<file path="src/rtl/if_fetch_stage.sv">
// if_fetch_stage: MIPS instruction fetch with PC, IF/ID register, stall/redirect/halt handling
module if_fetch_stage #(
  parameter logic [31:0] RESET_PC   = 32'h0000_0000,
  parameter logic [31:0] NOP_INSTR  = 32'h0000_0000,
  parameter logic [31:0] HALT_INSTR = 32'h0000_000C
) (
  input  logic        clk,
  input  logic        rst_n,
  input  logic        stall,
  input  logic        redirect_valid,
  input  logic [31:0] redirect_target,
  output logic [31:0] instr_pc,
  input  logic [31:0] instr_in,
  output logic        if_id_valid,
  output logic [31:0] if_id_instr,
  output logic [31:0] if_id_pc_plus4,
  output logic        halted,
  output logic [31:0] fetch_count
);
  localparam logic [1:0] BOOT = 2'd0;
  localparam logic [1:0] RUN  = 2'd1;
  localparam logic [1:0] HALT = 2'd2;
  logic [1:0]  state_q, state_d;
  logic [31:0] pc_q, pc_d, instr_q, instr_d, pc4_q, pc4_d, cnt_q, cnt_d;
  logic        valid_q, valid_d;
  logic [31:0] pc_plus4;
  assign pc_plus4       = pc_q + 32'd4;
  assign instr_pc       = pc_q;
  assign if_id_valid    = valid_q;
  assign if_id_instr    = instr_q;
  assign if_id_pc_plus4 = pc4_q;
  assign halted         = state_q == HALT;
  assign fetch_count    = cnt_q;
  always_comb begin
    state_d = state_q;
    pc_d    = pc_q;
    valid_d = valid_q;
    instr_d = instr_q;
    pc4_d   = pc4_q;
    cnt_d   = cnt_q;
    // a bubble is the default whenever the register is not held or filled
    if (state_q == BOOT || redirect_valid || (state_q == HALT && !stall)) begin
      valid_d = 1'b0;
      instr_d = NOP_INSTR;
      pc4_d   = 32'd0;
    end
    if (state_q == BOOT) begin
      state_d = RUN;
    end else if (redirect_valid) begin
      pc_d    = {redirect_target[31:2], 2'b00};
      state_d = RUN;
    end else if (state_q == RUN && !stall) begin
      valid_d = 1'b1;
      instr_d = instr_in;
      pc4_d   = pc_plus4;
      cnt_d   = (cnt_q == 32'hFFFF_FFFF) ? cnt_q : cnt_q + 32'd1;
      pc_d    = (instr_in == HALT_INSTR) ? pc_q : pc_plus4;
      state_d = (instr_in == HALT_INSTR) ? HALT : RUN;
    end
  end
  always_ff @(posedge clk or negedge rst_n) begin
    if (!rst_n) begin
      state_q <= BOOT;
      pc_q    <= RESET_PC;
      valid_q <= 1'b0;
      instr_q <= NOP_INSTR;
      pc4_q   <= 32'd0;
      cnt_q   <= 32'd0;
    end else begin
      state_q <= state_d;
      pc_q    <= pc_d;
      valid_q <= valid_d;
      instr_q <= instr_d;
      pc4_q   <= pc4_d;
      cnt_q   <= cnt_d;
    end
  end
endmodule

</file>
<file path="config.mk">
export PLATFORM = sky130hd
export DESIGN_NAME = if_fetch_stage
export DESIGN_NICKNAME = d
export VERILOG_FILES = /design/src/rtl/if_fetch_stage.sv
export SDC_FILE = /design/constraint.sdc
export NUM_CORES = 1
export LEC_CHECK = 0
export CAP_MARGIN = 20
export CELL_PAD_IN_SITES_DETAIL_PLACEMENT = 2
export CELL_PAD_IN_SITES_GLOBAL_PLACEMENT = 2
export CORE_UTILIZATION = 28
export CTS_CLUSTER_SIZE = 14
export DETAILED_ROUTE_END_ITERATION = 16
export GPL_TIMING_DRIVEN = 0
export PLACE_DENSITY_LB_ADDON = 0.1
export SYNTH_ARGS = -nofsm -noshare
export SYNTH_HDL_FRONTEND = slang
export SYNTH_SLANG_ARGS = --single-unit
export TNS_END_PERCENT = 30
</file>
<file path="constraint.sdc">
create_clock -name clk -period 2.6 [get_ports clk]
set_input_delay 0.52 -clock clk [delete_from_list [all_inputs] [get_ports clk]]
set_output_delay 0.52 -clock clk [all_outputs]
set_load 0.02 [all_outputs]
</file>
After elaboration in Yosys (flattened, before gate mapping)
Index checks and enable logic that the tools add are counted.
Operators by class
  $add $sub $neg: 2
  equality and inequality tests: 5
  mux-type cells: 19
  bitwise logic cells: 3
  reduce and logical (&&, ||, !) cells: 10
Operator list (count)
  2-to-1 mux 32 bit: 11
  adder 32 x 1 -> 32 bit, second input constant: 1
  adder 32 x 3 -> 32 bit, second input constant: 1
  equality test 32 bit, second input constant: 1
  equality test 32 x 4 -> 1 bit, second input constant: 1
  2-to-1 mux 2 bit: 4
  2-to-1 mux 1 bit: 4
  AND reduction 4 bit: 1
  NOT 1 bit: 3
  AND reduction 3 bit: 1
  nonzero test 3 bit: 1
  equality test 2 x 1 -> 1 bit, second input constant: 1
  equality test 2 bit, second input constant: 1
  logical AND 1 bit: 2
  logical NOT 2 bit: 1
  logical OR 1 bit: 2
  != test 2 bit, second input constant: 1
  nonzero test 2 bit: 1
  logical NOT 1 bit: 1
Storage, ports and cells
  register bits: 131
  input bits: 68
  output and inout port bits: 130
  word-level logic and storage cells: 45

Depth between registers and ports, before layout
Gate-level depths: netlist (run 1).
  depth in word-level cells: 7
  depth in mapped cells: 8
  depth with buffers taken out: 6

Worst setup path after synthesis (run 1)
No wires, ideal clock.
  path kind: in2reg
  start point: input port redirect_valid
  end point: register cnt_q[28] (netlist: fetch_count[28])
  data arrival time: 2.277 ns
  required time: 2.475 ns
  slack: 0.198 ns
  stages on the path: 7
  buffers on the path: 2
  cell sequence: buf_2 -> or4b_1 -> buf_2 -> nor4_4 -> nand4_1 -> nor2_1 -> mux2_2
On the way
  word-level cells in the longest chain between the ends: 2
Ends and longest elaborated chain
  from (decl): line 10  | input logic redirect_valid,
  NOT 1 bit (no line)
  AND reduction 4 bit (no line)
  to (signal assigned): line 75  | cnt_q <= cnt_d;
  to (decl): line 24  | logic [31:0] pc_q, pc_d, instr_q, instr_d, pc4_q, pc4_d, cnt_q, cnt_d;
No other way between the ends.
A chain may end at the register's enable or synchronous reset.

Final worst setup path (run 1)
  start point: input port instr_in[29]
  end point: register pc_q[13] (netlist: instr_pc[13])
On the way
  word-level cells in the longest chain between the ends: 3
Ends and longest elaborated chain
  from (decl): line 13  | input logic [31:0] instr_in,
  equality test 32 x 4 -> 1 bit: line 57  | pc_d = (instr_in == HALT_INSTR) ? pc_q : pc_plus4;
  != test 2 bit (no line)
  AND reduction 3 bit (no line)
  to (signal assigned): line 71  | pc_q <= pc_d;
  to (decl): line 24
No other way between the ends.

==> summary.txt, run 1 <==
Outcome
  – Status: completed

Detailed routing
  – Vias per cell: 5.39
  – Number of DRC markers in iteration 0: 281
  – Routed wire length: 28.0 mm
  – TritonRoute pass-1 iters: 4
  – Via count of the routed design: 6,635
  – DRC violations left: 0
  – DRT antenna net count: 0
  – Drt wl/cell: 22.8 um

Timing
  – Tightest Pin Transition: 0.922 ns
  – Final Skew: 0.0146 ns
  – Final Hold Viols: 0
  – Final setup violation count: 0
  – Fmax achieved: 396 MHz
  – Setup TNS: 0 ns
  – Worst Setup Slack, final: 0.0731 ns
  – Final min period: 2.53 ns
  – Final Max Tran Viols: 0
  – Final Cycle Share: 97.2%
  – Slew headroom: 37.9%

Clocking
  – CTS root buffer: clkbuf_16
  – Hold Buf Count CTS: 0
  – Worst skew pair latency: 0.43 ns
  – CTS buffer count: 17
  – Clk sink count: 129
  – H-tree level count: 4
  – CTS max path bufs: 2
  – TritonCTS clock tree: done
  – Clock transition at the registers of the reported paths: 0.06 ns

Logic synthesis
  – Mapped Avg Cell Area: 9.63 um2
  – Post-Synth Adder-Cell Area: 0.531%
  – Synth Area in Simple Gates: 20.5%
  – Gate Count Post-Synth: 685
  – Xor/xnor share of the synthesized area: 7.44%
  – Post-synthesis register bit count: 129
  – Asr flop ratio synth: 100%
  – Unique masters post-synth: 58
  – Synth warn: 0
  – Post-Synthesis Cell Area: 6590 um2
  – Largest family of logic cells by synthesized area: simple AND/OR/NAND/NOR gates
  – Post-synthesis sequential area ratio: 49.0%
  – Mux share of post-synthesis cell area: 0.835%
  – Primary FF master, synth: dfrtp_1
  – EDFF count, synth: 0
  – Synth Area in Compound Gates: 17.4%

Job
  – Max-Cap Viols: 0

Finish
  – Finished Cell Area: 9690 um2
  – Fraction of layout cells with a size suffix above 1: 9.80%
  – Ant. Diodes: 0
  – Layout Cells excl Fill: 1,231
  – P&R area growth vs syn: 46.9%
  – Fill cell count: 2,463
  – Layout Nets: 975

Floorplanning
  – Initial Util: 28.9%
  – Die X: 155 um
  – Die Area: 24,200 um2
  – Rows: 55
  – Core Footprint: 22,800 um2
  – Die height: 155 um
  – IO Pins: 198

GRT
  – Number of global-route vias before repair: 7,250
  – Tot GR Track Use: 23.7%
  – Antenna violations before repair: 0
  – First-pass GRT wire length: 43.5 mm
  – Grt total ovfl: 0
  – Largest net degree at the start of global routing: 89

Worst setup path
  – Worst path slowest cell: clkdlybuf4s50_1
  – CP max stage delay: 0.50 ns
  – Cell family with most CP delay: buffers and inverters
  – Crit-path max FO: 10
  – Kind of critical path: in -> reg
  – Critical Path AT: 2.85 ns
  – Worst path cell trace: clkdlybuf4s50_1, nor4_2, nand4_1, buf_4, nor4_4, buf_4, buf_2, o22ai_1, a221oi_1
  – CP endpoint kind: register
  – Worst path bufs/invs: 4
  – CP Launch Type: input pin
  – Most frequent CP cell: buf_4
  – Worst EP required: 2.92 ns

Place
  – Dpl hpwl: 20.4 mm
  – Placed Instance Area: 8950 um2
  – Placement Setup Slack: -0.724 ns
  – GPL Wtd Cong: 0.830
  – Cell count after placement: 1,193
  – # port buffers: 192

Power and ir drop
  – Power per cell area: 639 nW/um2
  – Leakage: 3.90 nW
  – VDD IR max: 0.357 mV

Hold path
  – Worst hold path class: in -> async
routing by layer:
layer / wire length [um] / global-route usage (%) / vias to the layer above
li1: - / - / 2975
met1: 12600 / 30.9 / 3412
met2: 13500 / 39.5 / 219
met3: 1530 / 4.09 / 29
met4: 397 / 7.66 / 0
met5: 0 / 0 / -
power by group:
part | switching, W | internal (W)
Combinational | 0.000796 | 0.000651
Sequential | 0.000214 | 0.00219
Clock | 0.000957 | 0.00139
cells in the mapped netlist, types with 10 or more instances:
cell type / number / area, um2
and3_1: 11 / 68.8
o21ai_0: 11 / 55.1
xor2_1: 22 / 193
a21oi_1: 69 / 345
clkbuf_1: 37 / 139
nor3_1: 25 / 125
nand3_1: 40 / 200
a22o_1: 31 / 272
nand2_1: 45 / 169
inv_1: 13 / 48.8
dfrtp_1: 129 / 3230
nor4_1: 25 / 156
xnor2_1: 34 / 298
nor2_1: 47 / 176
buf_2: 10 / 50.1
nand4_1: 26 / 163
area by class of cell:
class                      count  area, um2  area share [%]
buffer                        53        243            2.51
clock buffer                  23        478            4.93
clock inverter                 9       82.6           0.852
inverter                      13       48.8           0.504
multi-input combinational    489       3200            33.0
sequential                   129       3230            33.3
tap                          313        392            4.04
timing repair buffer         202       2020            20.8
cells in the final DEF (no fill, tap or decap), drive strengths merged, types with 29 or more instances in the layout:
master         Yosys  routed
xnor2             34      34
nor2              47      47
clkbuf            37      58
nand3             40      40
a21oi             69      69
a22o              31      31
dfrtp            129     129
buf               18      29
clkdlybuf4s50      0     191
nand2             45      45
flip-flops by register name (all words and copies together), names as in the netlist:
name,flops
fetch_count,32
if_id_instr,32
if_id_pc_plus4,32
if_id_valid,1
instr_pc,30
state_q,2
path summary, 6_finish.rpt:
path / from / end / slack (ns) / depth (start not counted)
setup / recovery: instr_in[29] / instr_pc[13] / 0.07 / 9
hold / removal: rst_n / if_id_instr[10] / 0.02 / 1
setup reg to reg: instr_pc[2] / instr_pc[30] / 0.14 / 7
hold reg to reg: if_id_pc_plus4[2] / if_id_pc_plus4[2] / 0.48 / 2
max in group asynchronous: rst_n / fetch_count[22] / 1.76 / 2
min in group clk: if_id_pc_plus4[2] / if_id_pc_plus4[2] / 0.48 / 2
worst reg2reg max path: stages, from the launching register on:
cell      delay, ns
dfrtp_1        0.47
ha_2           0.31
nand4_1        0.20
or4_1          0.58
clkbuf_1       0.23
o31ai_1        0.24
a31oi_1        0.12
a211oi_1       0.22
repair_timing:
item | 4_1_cts | 5_1_grt
pin swaps | 3 | 4
setup endpoints to repair | 58 | 70
gates resized for setup | 14 | 18
setup buffers | 3 | 5
per-stage QoR:
stage	hold slack (ns)	util [%]	power, W
floorplan	0.224	-	0.00308
global placement	0.465	39.0	0.00380
detailed placement	0.473	39.2	0.00386
CTS	0.0236	41.9	0.00624
global route	0.0440	42.4	0.00645
finish	0.0153	42.4	0.00620
cells by family (layout without fill, tap and decap cells):
logic type / after synthesis / after routing
compound gates: 168 / 168
flops: 129 / 129
xor+xnor: 56 / 56
fa+ha+maj: 3 / 3
buf+inv: 68 / 300
other cells: 1 / 2
simple gates: 255 / 255
mux: 5 / 5
(Power assumes the default switching activity.)
==> run 2: changes to the inputs <==
PLACE_DENSITY = 0.78   (was default)
PLACE_DENSITY_LB_ADDON = default   (was 0.1)
TNS_END_PERCENT = 20   (was 30)
==> run 2 against run 1 <==
Global-route usage down 0.73 points. Final area up 0.32%. Fmax down 1.3%. Clock power is 9.4% higher. First-iteration DRC count up 10%. Utilization is 0.14 points higher. Critical path type unchanged. Sequential power about the same. Die area did not move. Worst hold slack better by 0.11 ns. Clock skew is essentially flat.
==> summary.txt, run 2 (same netlist as run 1, synthesis figures left out) <==
Outcome
  – Status: completed

GRT
  – Tot GR Track Use: 22.9% (-0.73 points)
  – Antenna violations before repair: 0 (unchanged)
  – First-pass GRT wire length: 41.9 mm (-3.5%)
  – Number of global-route vias before repair: 7,059 (-2.6%)
  – Largest net degree at the start of global routing: 73 (-18%)
  – Grt total ovfl: 0 (unchanged)

Clocking
  – Clk sink count: 129 (unchanged)
  – Hold Buf Count CTS: 0 (unchanged)
  – CTS max path bufs: 2 (unchanged)
  – CTS root buffer: clkbuf_16
  – Clock transition at the registers of the reported paths: 0.06 ns (about the same)
  – H-tree level count: 4 (unchanged)
  – Worst skew pair latency: 0.42 ns (about the same)
  – CTS buffer count: 17 (unchanged)
  – TritonCTS clock tree: done

Timing
  – Final Max Tran Viols: 0 (unchanged)
  – Tightest Pin Transition: 0.807 ns (-0.115 ns)
  – Final Cycle Share: 98.5% (+1.3 points)
  – Final Skew: 0.0144 ns (-0.000230 ns)
  – Fmax achieved: 391 MHz (-1.3%)
  – Final min period: 2.56 ns (+0.0335 ns)
  – Slew headroom: 45.6% (+7.7 points)
  – Final setup violation count: 0 (unchanged)
  – Final Hold Viols: 0 (unchanged)
  – RSZ-0062 raised after global routing: true

Worst setup path
  – Critical Path AT: 2.91 ns (+0.06 ns)
  – R2R cell count: 7 (unchanged)
  – Kind of critical path: in -> reg
  – CP Launch Type: input pin
  – CP endpoint kind: register
  – Reg2Reg Setup Slack: 0.10 ns (-0.04 ns)
  – Worst EP required: 2.95 ns (+0.03 ns)
  – Crit-path max FO: 10 (unchanged)

Finish
  – P&R area growth vs syn: 47.4%
  – Final core occ: 42.5% (+0.14 points)
  – Fill cell count: 2,479 (+0.65%)
  – Ant. Diodes: 0 (unchanged)
  – Layout Nets: 978 (+0.31%)
  – Fraction of layout cells with a size suffix above 1: 9.35% (-0.46 points)
  – Commonest cells after routing, fill and taps aside: 191 x clkdlybuf4s50_1, 129 x dfrtp_1, 69 x a21oi_1
  – Commonest non-fill, non-tap cell in the layout: clkdlybuf4s50_1

Detailed routing
  – DRC violations left: 0 (unchanged)
  – TritonRoute pass-1 iters: 4 (unchanged)
  – Drt wl/cell: 22.2 um (-2.7%)
  – DRT antenna net count: 0 (unchanged)
  – Routed wire length: 27.3 mm (-2.5%)
  – Via count of the routed design: 6,554 (-1.2%)
  – Vias per cell: 5.32 (-1.4%)
  – Number of DRC markers in iteration 0: 309 (+10%)

Power and ir drop
  – Net Switching: 0.00192 W (-2.2%)
  – Switching portion of total power: 30.1% (-1.7 points)
  – Cell internal pwr: 0.00447 W (+5.7%)
  – Leakage: 3.92 nW (+0.46%)
  – Clock network power share: 40.0% (+2.2 points)
  – VDD IR max: 0.311 mV (-13%)
  – Flop pwr share: 37.5% (-1.3 points)
  – Overall Power: 0.00639 W (+3.2%)
  – Power per cell area: 658 nW/um2 (+2.9%)
  – Logic pwr share: 22.4% (-1.0 points)

Floorplanning
  – Rows: 55 (unchanged)
  – Die X: 155 um (unchanged)
  – Die height: 155 um (unchanged)
  – Core Footprint: 22,800 um2 (unchanged)
  – Die Area: 24,200 um2 (unchanged)
  – Initial Util: 28.9% (unchanged)
  – IO Pins: 198 (unchanged)

Place
  – Dpl hpwl: 19.9 mm (-2.4%)
  – GPL Wtd Cong: 0.785 (-5.4%)
  – # port buffers: 192 (unchanged)

Job
  – Max-Cap Viols: 0 (unchanged)

Hold path
  – Worst hold path class: in -> async
==> run 2: cell types whose count changed in the layout (fill, tap and decap cells not counted), sizes merged <==
cell    delta
bufinv     +2
clkbuf     +2
clkinv     -2
==> run 2: layer usage <==
layer,GRT usage (%),vias up,wire length (um),part of all wire [%]
met5,0,-,0,0
met4,7.61,0,549,2.0
met3,4.79,32,1470,5.4
met2,38.1,208,13100,48
met1,29.5,3329,12200,45
li1,-,2985,-,-
==> run 2: repair_timing <==
action,4_1_cts,5_1_grt
setup endpoints to repair,44,52
pin swaps,3,3
gates resized for setup,14,9
buffers inserted,2,6
==> run 2: worst paths after layout <==
check,from,endpoint
worst max-delay path,stall,if_id_instr[25]
worst max register to register,state_q[1],if_id_instr[25]
worst min register to register,if_id_valid,if_id_valid
max in group asynchronous,rst_n,instr_pc[22]
worst min-delay path,rst_n,fetch_count[26]
min in group clk,if_id_valid,if_id_valid
==> run 2: power groups by stage <==
stage | Clock [W] | Sequential (W) | Combinational [W]
after floorplan | 0 | 0.00260 | 0.000471
after global placement | 0 | 0.00242 | 0.00139
after detailed placement | 0 | 0.00243 | 0.00141
after CTS | 0.00260 | 0.00240 | 0.00144
after global routing | 0.00270 | 0.00243 | 0.00153
final | 0.00256 | 0.00240 | 0.00143
==> run 2: worst max-delay path, cell delays in order <==
cell and delay, ns:
clkdlybuf4s50_1 0.47, nor2_1 0.29, and3_1 0.20, clkbuf_1 0.39
clkbuf_2 0.39, clkbuf_1 0.43, a22o_1 0.21
==> run 2: cell type report <==
cell class / instances / area, um2 / share of cell area, %
Tap cell: 313 / 392 / 4.03
Buffer: 55 / 250 / 2.57
Sequential cell: 129 / 3230 / 33.2
Multi-Input combinational cell: 489 / 3160 / 32.5
Clock buffer: 22 / 494 / 5.08
Timing Repair Buffer: 203 / 2020 / 20.8
Clock inverter: 9 / 129 / 1.33
Inverter: 13 / 48.8 / 0.502
==> run 2: through the flow <==
step	std cells	cell area, um2	TNS [ns]	hold WS, ns	setup slack [ns]
2_1_floorplan	686	6600	0	0.224	0.198
3_3_place_gp	1191	8910	-642.49	0.463	-4.66
3_5_place_dp	1194	8950	-41.68	0.480	-0.982
4_1_cts	1227	9640	-0.365	0.153	-0.113
5_1_grt	1233	9720	-0.844	0.177	-0.0942
6_report	1233	9720	0	0.122	0.0396
